<file path="src/rtl/salamander_sndcode_tx.sv">
// Main-CPU sound-code transmitter: latches CPU code bytes, emits a timed SNDINT pulse, then holds the code.
// Build option: define SALAMANDER_SNDTX_FIFO_EN for a FIFO_DEPTH-entry pending queue (default: one newest-wins register).
module salamander_sndcode_tx #(
    parameter int PULSE_LEN  = 16,
    parameter int HOLD_LEN   = 4096,
    parameter int FIFO_DEPTH = 4
) (
    input  logic       i_EMU_MCLK,
    input  logic       i_EMU_INITRST_n,
    input  logic       i_EMU_SOFTRST_n,
    input  logic       i_CPU_WR,
    input  logic [7:0] i_CPU_DIN,
    output logic [7:0] o_SNDCODE,
    output logic       o_SNDINT,
    output logic       o_BUSY,
    output logic       o_OVF
);

    typedef enum logic [1:0] {
        ST_IDLE  = 2'd0,
        ST_PULSE = 2'd1,
        ST_HOLD  = 2'd2
    } state_t;

    localparam logic [15:0] PULSE_LOAD = 16'(PULSE_LEN - 1);
    localparam logic [15:0] HOLD_LOAD  = 16'(HOLD_LEN - 1);

    state_t      state, state_nxt;
    logic [15:0] cnt, cnt_nxt;
    logic [7:0]  code, code_nxt;
    logic        sndint, sndint_nxt;
    logic        ovf;

    logic        pend_valid;
    logic        pend_full;
    logic [7:0]  pend_head;
    logic        pop;
    logic        wr_lost;

    // A write is lost only when the store is full and the same-cycle pop does not free a slot.
    assign wr_lost = i_CPU_WR & pend_full & ~pop;

`ifdef SALAMANDER_SNDTX_FIFO_EN
    localparam int AW = $clog2(FIFO_DEPTH);
    localparam int CW = AW + 1;

    logic [7:0]    mem [FIFO_DEPTH];
    logic [AW-1:0] rd_ptr;
    logic [AW-1:0] wr_ptr;
    logic [CW-1:0] count;
    logic          push;

    assign pend_valid = (count != '0);
    assign pend_full  = (count == CW'(FIFO_DEPTH));
    assign pend_head  = mem[rd_ptr];
    assign push       = i_CPU_WR & i_EMU_SOFTRST_n & (~pend_full | pop);

    always_ff @(posedge i_EMU_MCLK) begin
        if (push) begin
            mem[wr_ptr] <= i_CPU_DIN;
        end
    end

    always_ff @(posedge i_EMU_MCLK or negedge i_EMU_INITRST_n) begin
        if (!i_EMU_INITRST_n) begin
            rd_ptr <= '0;
            wr_ptr <= '0;
            count  <= '0;
        end else if (!i_EMU_SOFTRST_n) begin
            rd_ptr <= '0;
            wr_ptr <= '0;
            count  <= '0;
        end else begin
            if (push) begin
                wr_ptr <= wr_ptr + AW'(1);
            end
            if (pop) begin
                rd_ptr <= rd_ptr + AW'(1);
            end
            case ({push, pop})
                2'b10:   count <= count + CW'(1);
                2'b01:   count <= count - CW'(1);
                default: count <= count;
            endcase
        end
    end
`else
    logic [7:0] pend_code;
    logic       pend_vld;

    assign pend_valid = pend_vld;
    assign pend_full  = pend_vld;
    assign pend_head  = pend_code;

    // Newest code wins: a write always lands, even over an unsent code.
    always_ff @(posedge i_EMU_MCLK or negedge i_EMU_INITRST_n) begin
        if (!i_EMU_INITRST_n) begin
            pend_vld  <= 1'b0;
            pend_code <= 8'h00;
        end else if (!i_EMU_SOFTRST_n) begin
            pend_vld  <= 1'b0;
            pend_code <= 8'h00;
        end else if (i_CPU_WR) begin
            pend_vld  <= 1'b1;
            pend_code <= i_CPU_DIN;
        end else if (pop) begin
            pend_vld  <= 1'b0;
        end
    end
`endif

    always_comb begin
        state_nxt  = state;
        cnt_nxt    = cnt;
        code_nxt   = code;
        sndint_nxt = sndint;
        pop        = 1'b0;
        case (state)
            ST_IDLE: begin
                if (pend_valid) begin
                    pop        = 1'b1;
                    code_nxt   = pend_head;
                    sndint_nxt = 1'b1;
                    cnt_nxt    = PULSE_LOAD;
                    state_nxt  = ST_PULSE;
                end
            end
            ST_PULSE: begin
                if (cnt != 16'd0) begin
                    cnt_nxt = cnt - 16'd1;
                end else begin
                    sndint_nxt = 1'b0;
                    cnt_nxt    = HOLD_LOAD;
                    state_nxt  = ST_HOLD;
                end
            end
            ST_HOLD: begin
                if (cnt != 16'd0) begin
                    cnt_nxt = cnt - 16'd1;
                end else begin
                    state_nxt = ST_IDLE;
                end
            end
            default: begin
                state_nxt  = ST_IDLE;
                sndint_nxt = 1'b0;
            end
        endcase
    end

    always_ff @(posedge i_EMU_MCLK or negedge i_EMU_INITRST_n) begin
        if (!i_EMU_INITRST_n) begin
            state  <= ST_IDLE;
            cnt    <= 16'd0;
            code   <= 8'h00;
            sndint <= 1'b0;
            ovf    <= 1'b0;
        end else if (!i_EMU_SOFTRST_n) begin
            state  <= ST_IDLE;
            cnt    <= 16'd0;
            code   <= 8'h00;
            sndint <= 1'b0;
            ovf    <= 1'b0;
        end else begin
            state  <= state_nxt;
            cnt    <= cnt_nxt;
            code   <= code_nxt;
            sndint <= sndint_nxt;
            if (wr_lost) begin
                ovf <= 1'b1;
            end
        end
    end

    assign o_SNDCODE = code;
    assign o_SNDINT  = sndint;
    assign o_BUSY    = (state != ST_IDLE) | pend_valid;
    assign o_OVF     = ovf;

endmodule
</file>
<file path="config.mk">
export PLATFORM = sky130hd
export DESIGN_NAME = salamander_sndcode_tx
export DESIGN_NICKNAME = d
export VERILOG_FILES = /design/src/rtl/salamander_sndcode_tx.sv
export SDC_FILE = /design/constraint.sdc
export NUM_CORES = 1
export LEC_CHECK = 0
export CAP_MARGIN = 10
export CORE_MARGIN = 2
export CORE_UTILIZATION = 52
export CTS_BUF_LIST = sky130_fd_sc_hd__clkbuf_4
export CTS_CLUSTER_SIZE = 25
export DETAILED_ROUTE_END_ITERATION = 8
export PLACE_DENSITY = 0.75
export SLEW_MARGIN = 30
export SYNTH_ARGS = -nofsm -noshare
export SYNTH_HDL_FRONTEND = slang
export SYNTH_SLANG_ARGS = --single-unit
export TNS_END_PERCENT = 100
</file>
<file path="constraint.sdc">
create_clock -name i_EMU_MCLK -period 5.15 [get_ports i_EMU_MCLK]
set_input_delay 0.515 -clock i_EMU_MCLK [delete_from_list [all_inputs] [get_ports i_EMU_MCLK]]
set_output_delay 0.515 -clock i_EMU_MCLK [all_outputs]
set_load 0.05 [all_outputs]
</file>
; ---- Word level (Yosys, flattened, before mapping)
; Index checks and enable logic that the tools add are counted.
[classes]
n_reduce_logical = 7
eq_ne = 13
mux = 26
n_addsub = 1
bitwise = 4
[op_table]
columns = operator, n
row1 = 16-bit two-way mux, 4
row2 = 16-bit case mux with 3 select lines, 1
row3 = 8-bit two-way mux, 5
row4 = 16-bit nonzero test, 1
row5 = "16-bit by 1-bit subtractor with 16-bit output, second input constant", 1
row6 = "3-bit inequality test, second input constant", 4
row7 = 1-bit two-way mux, 10
row8 = 3-bit AND reduction, 3
row9 = 2-bit two-way mux, 4
row10 = "2-bit by 1-bit inequality test with 1-bit output, second input constant", 4
row11 = 2-bit case mux with 3 select lines, 1
row12 = "4-bit by 1-bit inequality test with 1-bit output, second input constant", 1
row13 = "3-bit by 1-bit inequality test with 1-bit output, second input constant", 1
row14 = 1-bit case mux with 3 select lines, 1
row15 = 1-bit bitwise AND, 2
row16 = "2-bit by 1-bit == test with 1-bit output, second input constant", 1
row17 = "2-bit == test, second input constant", 1
row18 = 2-bit logical NOT, 1
row19 = "2-bit inequality test, second input constant", 1
row20 = 2-bit AND reduction, 1
row21 = 2-bit nonzero test, 1
row22 = 1-bit inverter, 1
row23 = 1-bit OR, 1
[word_totals]
input_bits = 12
regBits = 37
elab_cells = 58

; ---- Logic depth before layout (Yosys ltp)
; Gate-level depths: netlist of the first run.
[depth]
word_depth = 6
ltp_mapped = 10
depth_no_buf = 7

; ---- Least setup slack after synthesis of the first run
; No wires, ideal clock.
[synth_timing]
path_type = reg2reg
startpoint = register state[0]
endpoint = register cnt[8]
setup_time_ps = 92
synth_period_minus_slack_ps = 2109
path_stages_with_launch = 8
t_required_ps = 5058
path_slack_ps = 3041
arrival_time_ps = 2017
path_buffers = 0
cell_sequence = dfrtp_1 -> inv_1 -> ha_1 -> nand2b_1 -> o21ai_2 -> o2bb2ai_4 -> or3_4 -> o31ai_2
[synth_between]
elab_chain_cells = 3
word_cells_on_any_way = 9
[synth_rtl]
columns = item, line
row1 = start: declaration, 28  ; state_t state, state_nxt;
row2 = start signal: assignment, 165  ; state <= state_nxt;
row3 = "2-bit == test, or another cell as far along", 118  ; case (state)
row4 = "4-bit by 1-bit inequality test with 1-bit output (no source line), or another cell as far along", n/a
row5 = 3-bit AND reduction (no source line) / 16-bit two-way mux (equally long branches), n/a
row6 = end signal: assignment, 166  ; cnt <= cnt_nxt;
row7 = end: declaration, 29  ; logic [15:0] cnt, cnt_nxt;
; Several ways; a longest one is shown, not always the timed one.
; A chain may end at the register's enable or synchronous reset.

; ---- Final worst setup path of the first run
[layout_timing]
startpoint = register state[0]
endpoint = output port o_BUSY
[layout_between]
elab_chain_cells = 2
[layout_rtl]
columns = item, line
row1 = 2-bit nonzero test, 177  ; assign o_BUSY = (state != ST_IDLE) | pend_valid;
row2 = 1-bit OR, 177
row3 = end: declaration, 15  ; output logic o_BUSY,
; No other way between the ends.

==> results of run 1 <==
==> path summary, 6_finish.rpt <==
kind                            startpoint  slack [ns]      end
max                               state[0]        2.36   o_BUSY
min                        i_EMU_INITRST_n        0.24  cnt[10]
max reg2reg                       state[0]        2.79  cnt[12]
min reg2reg                          o_OVF        0.51    o_OVF
max in group asynchronous  i_EMU_INITRST_n        4.40   cnt[0]
min in group i_EMU_MCLK              o_OVF        0.51    o_OVF
==> critical path, stage by stage (launching register included) <==
cell	delay, ns
dfrtp_1	0.44
inv_1	0.10
ha_1	0.48
nand2b_1	0.18
clkdlybuf4s50_1	0.73
==> power by group through the flow <==
stage / clock network (W) / logic (W) / registers, W
2_1_floorplan: 0 / 0.000193 / 0.000341
3_3_place_gp: 0 / 0.000254 / 0.000335
3_5_place_dp: 0 / 0.000254 / 0.000336
4_1_cts: 0.000161 / 0.000256 / 0.000330
5_1_grt: 0.000174 / 0.000285 / 0.000334
6_report: 0.000154 / 0.000256 / 0.000330
==> layout by cell type, fill, tap and decap left out, drive strengths merged, types with 9 or more instances in the layout <==
cell type	instances
dfrtp	37
a21oi	24
inv	11
nand3	15
clkdlybuf4s50	21
nand2	18
mux2i	9
o21ai	19
nor2	24
==> per-stage QoR <==
step                worst slack (ns)  total power (W)  instances  hold WS (ns)
floorplan                      3.041        0.0005339        221        0.2194
global placement               2.639        0.0005891        280        0.4856
detailed placement             2.566        0.0005898        280        0.4881
CTS                            2.304        0.0007473        288        0.2670
global route                   2.149        0.0007937        288        0.3056
finish                         2.356        0.0007402        288        0.2417
==> registers in the layout, indices dropped and copies added, names as in the netlist <==
name       cells
pend_code      8
o_SNDCODE      8
o_OVF          1
pend_full      1
state          2
o_SNDINT       1
cnt           16
==> layout make-up <==
type | count | area, um^2 | share of cell area (%)
clock inverter | 3 | 22.52 | 0.9564
timing repair buffer | 22 | 215.2 | 9.139
sequential | 37 | 925.9 | 39.32
multi-input combinational | 162 | 1052 | 44.69
clock buffer | 5 | 37.54 | 1.594
tap | 48 | 60.06 | 2.550
inverter | 11 | 41.29 | 1.753
==> cell families after synthesis <==
| logic type | count (synthesis) | share of synthesized area, % |
|---|---|---|
| and+or+nand+nor | 81 | 21.34 |
| muxes | 9 | 4.340 |
| buffers and inverters | 22 | 4.701 |
| adders and majority gates | 5 | 3.014 |
| DFF | 37 | 44.61 |
| AOI/OAI and AO/OA | 67 | 22.00 |
==> metal layers <==
layer | part of all wire [%] | wire, um
met5 | 0 | 0
met4 | 0.87 | 37
met3 | 5.7 | 243
met2 | 45 | 1921
met1 | 48 | 2032
==> flow_summary.yaml, run 1 <==
clock_tree:
  cts.repair.resized: 0
  hold_buffers: 0
  h-tree-depth: 2
  postCtsSetupRepairBufs: 0
  clock-sinks: 37
  path_clk_slew_ns: 0.12
  cts_tree: "done"
  clk_latency_ns: 0.35
  root_buffer: "clkbuf_4"
  cts_buffer_depth: 2
  cts_buffers: 5
grt:
  grt-ovfl-total: 0
  grt_use_met1_pct: 30.61
  busiest_layer: "met2"
  use_met2_pct: 34.78
  use_met3_pct: 7.167
  grt_pass1_vias: 1635
  grt_use_total_pct: 22.63
  grt_max_degree: 38
  antenna_found_initial: 0
  grt_pass1_wl_um: 7665
timing:
  fin_crit_sh_pct: 54.26
  clock.fmax_mhz: 357.9
  tightest_slew_ns: 0.8027
  min_period_ns: 2.794
  rsz0062_at_grt: "false"
  hold_viol: 0
  fin_setup_tns_ns: 0
  fin_skew_ns: 0.01298
  relSlewSlack_pct: 46.49
  setup_viol: 0
  maxSlewViolCount: 0
power_and_ir_drop:
  p_int_w: 0.0004552
  pwr-share-seq_pct: 44.6
  power_switching_w: 0.0002850
  irDropWorstVdd_mv: 0.1950
  leakage_nw: 1.012
  power_frac_comb_pct: 34.5
  p_per_area_nw_per_um2: 314.3
  switching_share_pct: 38.50
  pwr-share-clk_pct: 20.9
synthesis:
  synth_area_leader_cell: "dfrtp_1"
  syn_area_um2: 2076
  synth_top_area_share_pct: 44.61
  ys_async_sr_fraction_pct: 100.0
  synth_seq_cells: 37
  seq_area_frac_synth_pct: 44.61
  synth_edf_count: 0
  syn_area_per_cell_um2: 9.392
  synthCells: 221
  yosys-top-cells-count: "dfrtp_1 (37), nor2_1 (24), a21oi_1 (22)"
  synth_area_leaders: "dfrtp_1 (45%), a21oi_1 (5.3%), mux2i_1 (4.3%)"
  ys_types: 51
  synth_nets: 238
  synth_flop_cell: "dfrtp_1"
  yosys_warnings: 0
  yosysMostFrequentCell: "dfrtp_1"
worst_setup_path:
  worstPathArrival_ns: 2.28
  critPathCaptureType: "output port"
  path_max_fanout: 14
  crit_type: "reg2out"
  startpoint_type: "flop"
  rr_worst_depth: 7
  crit_required_ns: 4.64
drt:
  routed_wl_um: 4234
  num_vias: 1693
  drcViolationCount: 0
  drtPass1Iterations: 4
  vias_per_cell: 5.878
  drt_iter0_markers: 157
  wl_per_cell_um: 14.70
  ant_nets: 0
cells_and_area:
  fillers: 337
  postLayoutCellArea_um2: 2355
  area_growth_pct: 13.44
  final_nets: 256
  layout-drive-gt1-share_pct: 10.42
  final_util_pct: 62.90
  diodes: 0
die:
  io_pins: 23
  core_um2: 3744
  num_rows: 22
  die_w_um: 67.18
  initial_core_util_pct: 55.45
  die_h_um: 67.18
  die_area_um2: 4513
place:
  dp_hpwl_um: 2992
  port_buffers: 22
  place_congestion: 0.9040
  placed_cell_area_um2: 2295
worst_hold_path:
  hp-class: "in2async"
run_status:
  status: "finished clean"
run:
  cap_violations: 0
Note: power is estimated with default switching activity, not from simulation.
==> run 2, diff against run 1 <==
clock period = 2.63 ns   (was 5.15 ns; I/O delays follow)
==> flow_summary.yaml, run 2 (synthesis gave the netlist of run 1 again) <==
die:
  io_pins: 23
  die_area_um2: 4513
  die_h_um: 67.18
  core_um2: 3744
  initial_core_util_pct: 55.45
  num_rows: 22
  die_w_um: 67.18
clock_tree:
  root_buffer: "clkbuf_4"
  cts_buffers: 5
  postCtsSetupRepairBufs: 0
  cts_tree: "done"
  clock-sinks: 37
  cts.repair.resized: 0
  cts_buffer_depth: 2
  hold_buffers: 0
  clk_latency_ns: 0.34
  h-tree-depth: 2
  path_clk_slew_ns: 0.12
drt:
  wl_per_cell_um: 14.82
  routed_wl_um: 4342
  vias_per_cell: 5.812
  drt_iter0_markers: 151
  ant_nets: 0
  num_vias: 1703
  drtPass1Iterations: 4
  drcViolationCount: 0
worst_setup_path:
  reg2reg_from: "cnt[0]"
  startpoint: "state[0]"
  critPathCaptureType: "output port"
  startpoint_type: "flop"
  path_max_fanout: 4
  rr_worst_depth: 7
  worstReg2RegEnd: "cnt[13]"
  r2r_setup_slack_ns: 0.43
  worstPathArrival_ns: 2.06
  crit_required_ns: 2.37
  crit_type: "reg2out"
timing:
  hold_viol: 6
  fin_setup_tns_ns: 0
  tightest_slew_ns: 0.8125
  holdWs_ns: -0.01294
  setup_viol: 0
  maxSlewViolCount: 0
  setup_slack_ns: 0.3057
  clock.fmax_mhz: 430.2
  relSlewSlack_pct: 45.83
  fin_crit_sh_pct: 88.37
  min_period_ns: 2.324
  rsz0062_at_grt: "false"
  fin_skew_ns: 0.01051
place:
  dp_hpwl_um: 3099
  placed_cell_area_um2: 2332
  place_congestion: 0.8775
  port_buffers: 22
  dp_slack_ns: 0.4591
cells_and_area:
  most-common-layout-cells: "dfrtp_1 (37), nor2_1 (24), a21oi_1 (22)"
  largest_reg_flops: 16
  final_nets: 261
  max_flop_register: "cnt"
  postLayoutCellArea_um2: 2387
  layout-drive-gt1-share_pct: 12.24
  final_util_pct: 63.77
  area_growth_pct: 15.01
  diodes: 0
  final_common_cell: "dfrtp_1"
power_and_ir_drop:
  power_frac_comb_pct: 35.5
  power_switching_w: 0.0005541
  switching_share_pct: 38.22
  pwr-share-clk_pct: 20.2
  p_int_w: 0.0008956
  leakage_nw: 1.043
  p_per_area_nw_per_um2: 607.2
  irDropWorstVdd_mv: 0.3364
  pwr-share-seq_pct: 44.3
grt:
  grt_max_degree: 38
  antenna_found_initial: 0
  grt_use_met1_pct: 29.75
  busiest_layer: "met2"
  grt_pass1_vias: 1632
  grt_use_total_pct: 21.91
  use_met3_pct: 5.500
  grt-ovfl-total: 0
  grt_pass1_wl_um: 7465
  use_met2_pct: 34.28
run:
  cap_violations: 0
run_status:
  status: "finished with violations"
  violations: "hold timing"
worst_hold_path:
  hp-class: "in2async"
-- run 2: cell types whose count changed in the layout (fill, tap and decap cells not counted) --
| cell | before | now |
|---|---|---|
| clkinvlp_4 | 3 | 1 |
| buf_4 | 0 | 5 |
| clkinv_2 | 0 | 2 |
-- run 2: metal layers --
metal | up-vias | routed length (um)
met4 | 0 | 50
met3 | 5 | 225
met1 | 810 | 2071
met5 | - | 0
li1 | 844 | -
met2 | 44 | 1994
-- run 2: area by class of cell --
type	count	area (um^2)
clock buffer	5	37.54
clock inverter	3	17.52
fill	332	1356
inverter	11	41.29
multi-input combinational	162	1052
sequential	37	925.9
tap	48	60.06
timing repair buffer	27	252.7
-- run 2: worst max-delay path by stage --
stage          endpoint  slack, ns  depth (start not counted)
2_1_floorplan    cnt[8]       0.52                          7
3_3_place_gp     cnt[8]       0.48                          7
3_5_place_dp    cnt[13]       0.46                          7
4_1_cts          o_BUSY       0.29                          4
5_1_grt          o_BUSY       0.22                          4
6_report         o_BUSY       0.31                          4
-- run 2: power groups by stage --
stage | combinational, W | sequential [W] | clock, W
2_1_floorplan | 0.000378 | 0.000667 | 0
3_3_place_gp | 0.000506 | 0.000652 | 0
3_5_place_dp | 0.000512 | 0.000653 | 0
4_1_cts | 0.000514 | 0.000642 | 0.000306
5_1_grt | 0.000571 | 0.000647 | 0.000331
6_report | 0.000515 | 0.000642 | 0.000293
-- run 2: critical path, cell delays in order, from the launching register on --
cell	delay, ns
dfrtp_1	0.41
inv_1	0.08
ha_1	0.25
nand2b_1	0.16
clkdlybuf4s50_1	0.83
-- run 2: metrics by stage --
| stage | instances | power, W |
|---|---|---|
| after CTS | 293 | 0.001462 |
| final | 293 | 0.001450 |
| after global placement | 285 | 0.001158 |
| after global routing | 293 | 0.001549 |
| after floorplan | 221 | 0.001046 |
| after detailed placement | 285 | 0.001165 |
==> run 3, diff against run 2 <==
ABC_AREA = 1   (was not set)
PLACE_DENSITY = 0.74   (was 0.75)
==> flow_summary.yaml, run 3 <==
synthesis:
  syn_area_um2: 2195
  synth_area_leader_cell: "dfrtp_1"
  synthCells: 291
  yosysMostFrequentCell: "nand2_1"
  synth_flop_cell: "dfrtp_1"
  ys_async_sr_fraction_pct: 100.0
  seq_area_frac_synth_pct: 42.19
  ys_types: 30
  synth_seq_cells: 37
  yosys-top-cells-count: "nand2_1 (91), inv_1 (40), dfrtp_1 (37)"
  synth_top_area_share_pct: 42.19
  yosys_warnings: 0
  synth_nets: 308
  synth_edf_count: 0
  synth_area_leaders: "dfrtp_1 (42%), nand2_1 (16%), inv_1 (6.8%)"
  syn_area_per_cell_um2: 7.542
clock_tree:
  cts.repair.resized: 0
  root_buffer: "clkbuf_4"
  cts_tree: "done"
  clock-sinks: 37
  h-tree-depth: 2
  hold_buffers: 0
  cts_buffers: 5
  clk_latency_ns: 0.34
  postCtsSetupRepairBufs: 0
  cts_buffer_depth: 2
  path_clk_slew_ns: 0.12
timing:
  min_period_ns: 2.271
  tightest_slew_ns: 0.5029
  hold_viol: 0
  holdWs_ns: 0.3447
  fin_setup_tns_ns: 0
  fin_crit_sh_pct: 86.34
  setup_viol: 0
  maxSlewViolCount: 0
  relSlewSlack_pct: 66.37
  rsz0062_at_grt: "false"
  clock.fmax_mhz: 440.4
  fin_skew_ns: 0.006001
die:
  die_w_um: 68.97
  die_area_um2: 4756
  die_h_um: 68.97
  io_pins: 23
  initial_core_util_pct: 54.47
  num_rows: 23
  core_um2: 4029
cells_and_area:
  diodes: 0
  most-common-layout-cells: "nand2_1 (91), inv_1 (40), dfrtp_1 (37)"
  fillers: 379
  final_util_pct: 63.94
  final_common_cell: "nand2_1"
  layout-drive-gt1-share_pct: 11.53
  max_flop_register: "cnt"
  postLayoutCellArea_um2: 2576
  largest_reg_flops: 16
  final_nets: 337
  area_growth_pct: 17.39
power_and_ir_drop:
  leakage_nw: 1.302
  irDropWorstVdd_mv: 0.7879
  finalPower_w: 0.002559
  p_per_area_nw_per_um2: 993.3
grt:
  grt_use_total_pct: 23.61
  grt_pass1_wl_um: 8390
  antenna_found_initial: 0
  grt_pass1_vias: 1835
  grt-ovfl-total: 0
  grt_max_degree: 38
drt:
  num_vias: 1866
  routed_wl_um: 4841
  ant_nets: 0
  drcViolationCount: 0
  drtPass1Iterations: 4
  wl_per_cell_um: 13.05
  vias_per_cell: 5.030
  drt_iter0_markers: 144
worst_setup_path:
  crit_required_ns: 2.37
  r2r_setup_slack_ns: 0.73
  startpoint_type: "flop"
  rr_worst_depth: 9
  worstReg2RegEnd: "cnt[0]"
  worstPathCellList: "inv_1 -> ha_1 -> nand2_1 -> clkdlybuf4s50_1"
  path_max_fanout: 5
  crit_path_max_incr_delay_ns: 0.80
  crit_type: "reg2out"
  critPathSlowestCell: "clkdlybuf4s50_1"
  critPathCaptureType: "output port"
  worstPathArrival_ns: 2.01
  reg2reg_from: "state[1]"
run_status:
  status: "finished clean"
place:
  placed_cell_area_um2: 2460
  dp_hpwl_um: 3508
  port_buffers: 22
  place_congestion: 0.8616
worst_hold_path:
  hp-class: "in2async"
run:
  cap_violations: 0
-- run 3: cell type report --
cell class	count	area (um^2)	area share, %
clock inverter	2	33.78	1.311
multi-input combinational	207	1080	41.91
timing repair buffer	26	267.8	10.39
inverter	43	161.4	6.265
sequential	37	925.9	35.94
clock buffer	6	45.04	1.748
tap	50	62.56	2.428
-- run 3: how the worst max path moves through the flow --
stage                     endpoint            start  slack (ns)
after CTS                   o_BUSY         state[0]        0.34
after global routing        o_BUSY         state[0]        0.28
after detailed placement    cnt[2]  i_EMU_SOFTRST_n        0.66
final                       o_BUSY         state[0]        0.36
after floorplan             cnt[2]         state[1]        1.13
after global placement      cnt[2]  i_EMU_SOFTRST_n        0.75
-- run 3: critical path: cells and delay by family, from the launching register on --
kind	cells	cell delay, ns
adders and majority gates	1	0.27
and+or+nand+nor	1	0.09
buffers and inverters	2	0.89
DFF	1	0.42
-- run 3: report_power, final --
group          internal [W]  total [W]  switching (W)
clock network      0.000208   0.000406       0.000198
registers          0.000661   0.000747      0.0000862
logic              0.000465    0.00141       0.000941
total               0.00133    0.00256        0.00122
-- run 3: cells by family (layout without fill, tap and decap cells) --
logic type	count (synthesis)	in the layout	synth area share, %
and+or+nand+nor	160	160	36.26
buffers and inverters	47	77	8.608
AOI/OAI and AO/OA	40	40	9.293
DFF	37	37	42.19
adders and majority gates	5	5	2.851
xor gates and xnor gates	2	2	0.7983
-- run 3: metrics by stage --
step | setup WS [ns] | std cells
6_report | 0.3593 | 371
5_1_grt | 0.2813 | 371
4_1_cts | 0.3428 | 369
3_5_place_dp | 0.6641 | 361
3_3_place_gp | 0.7466 | 361
2_1_floorplan | 1.135 | 291
-- run 3: routing by layer --
layer / track usage [%] / wire [um] / vias up
met3: 5.195 / 216 / 7
met5: 0 / 0 / -
met1: 32.75 / 2298 / 843
li1: - / - / 972
met2: 37.74 / 2264 / 44
met4: 5.392 / 61 / 0
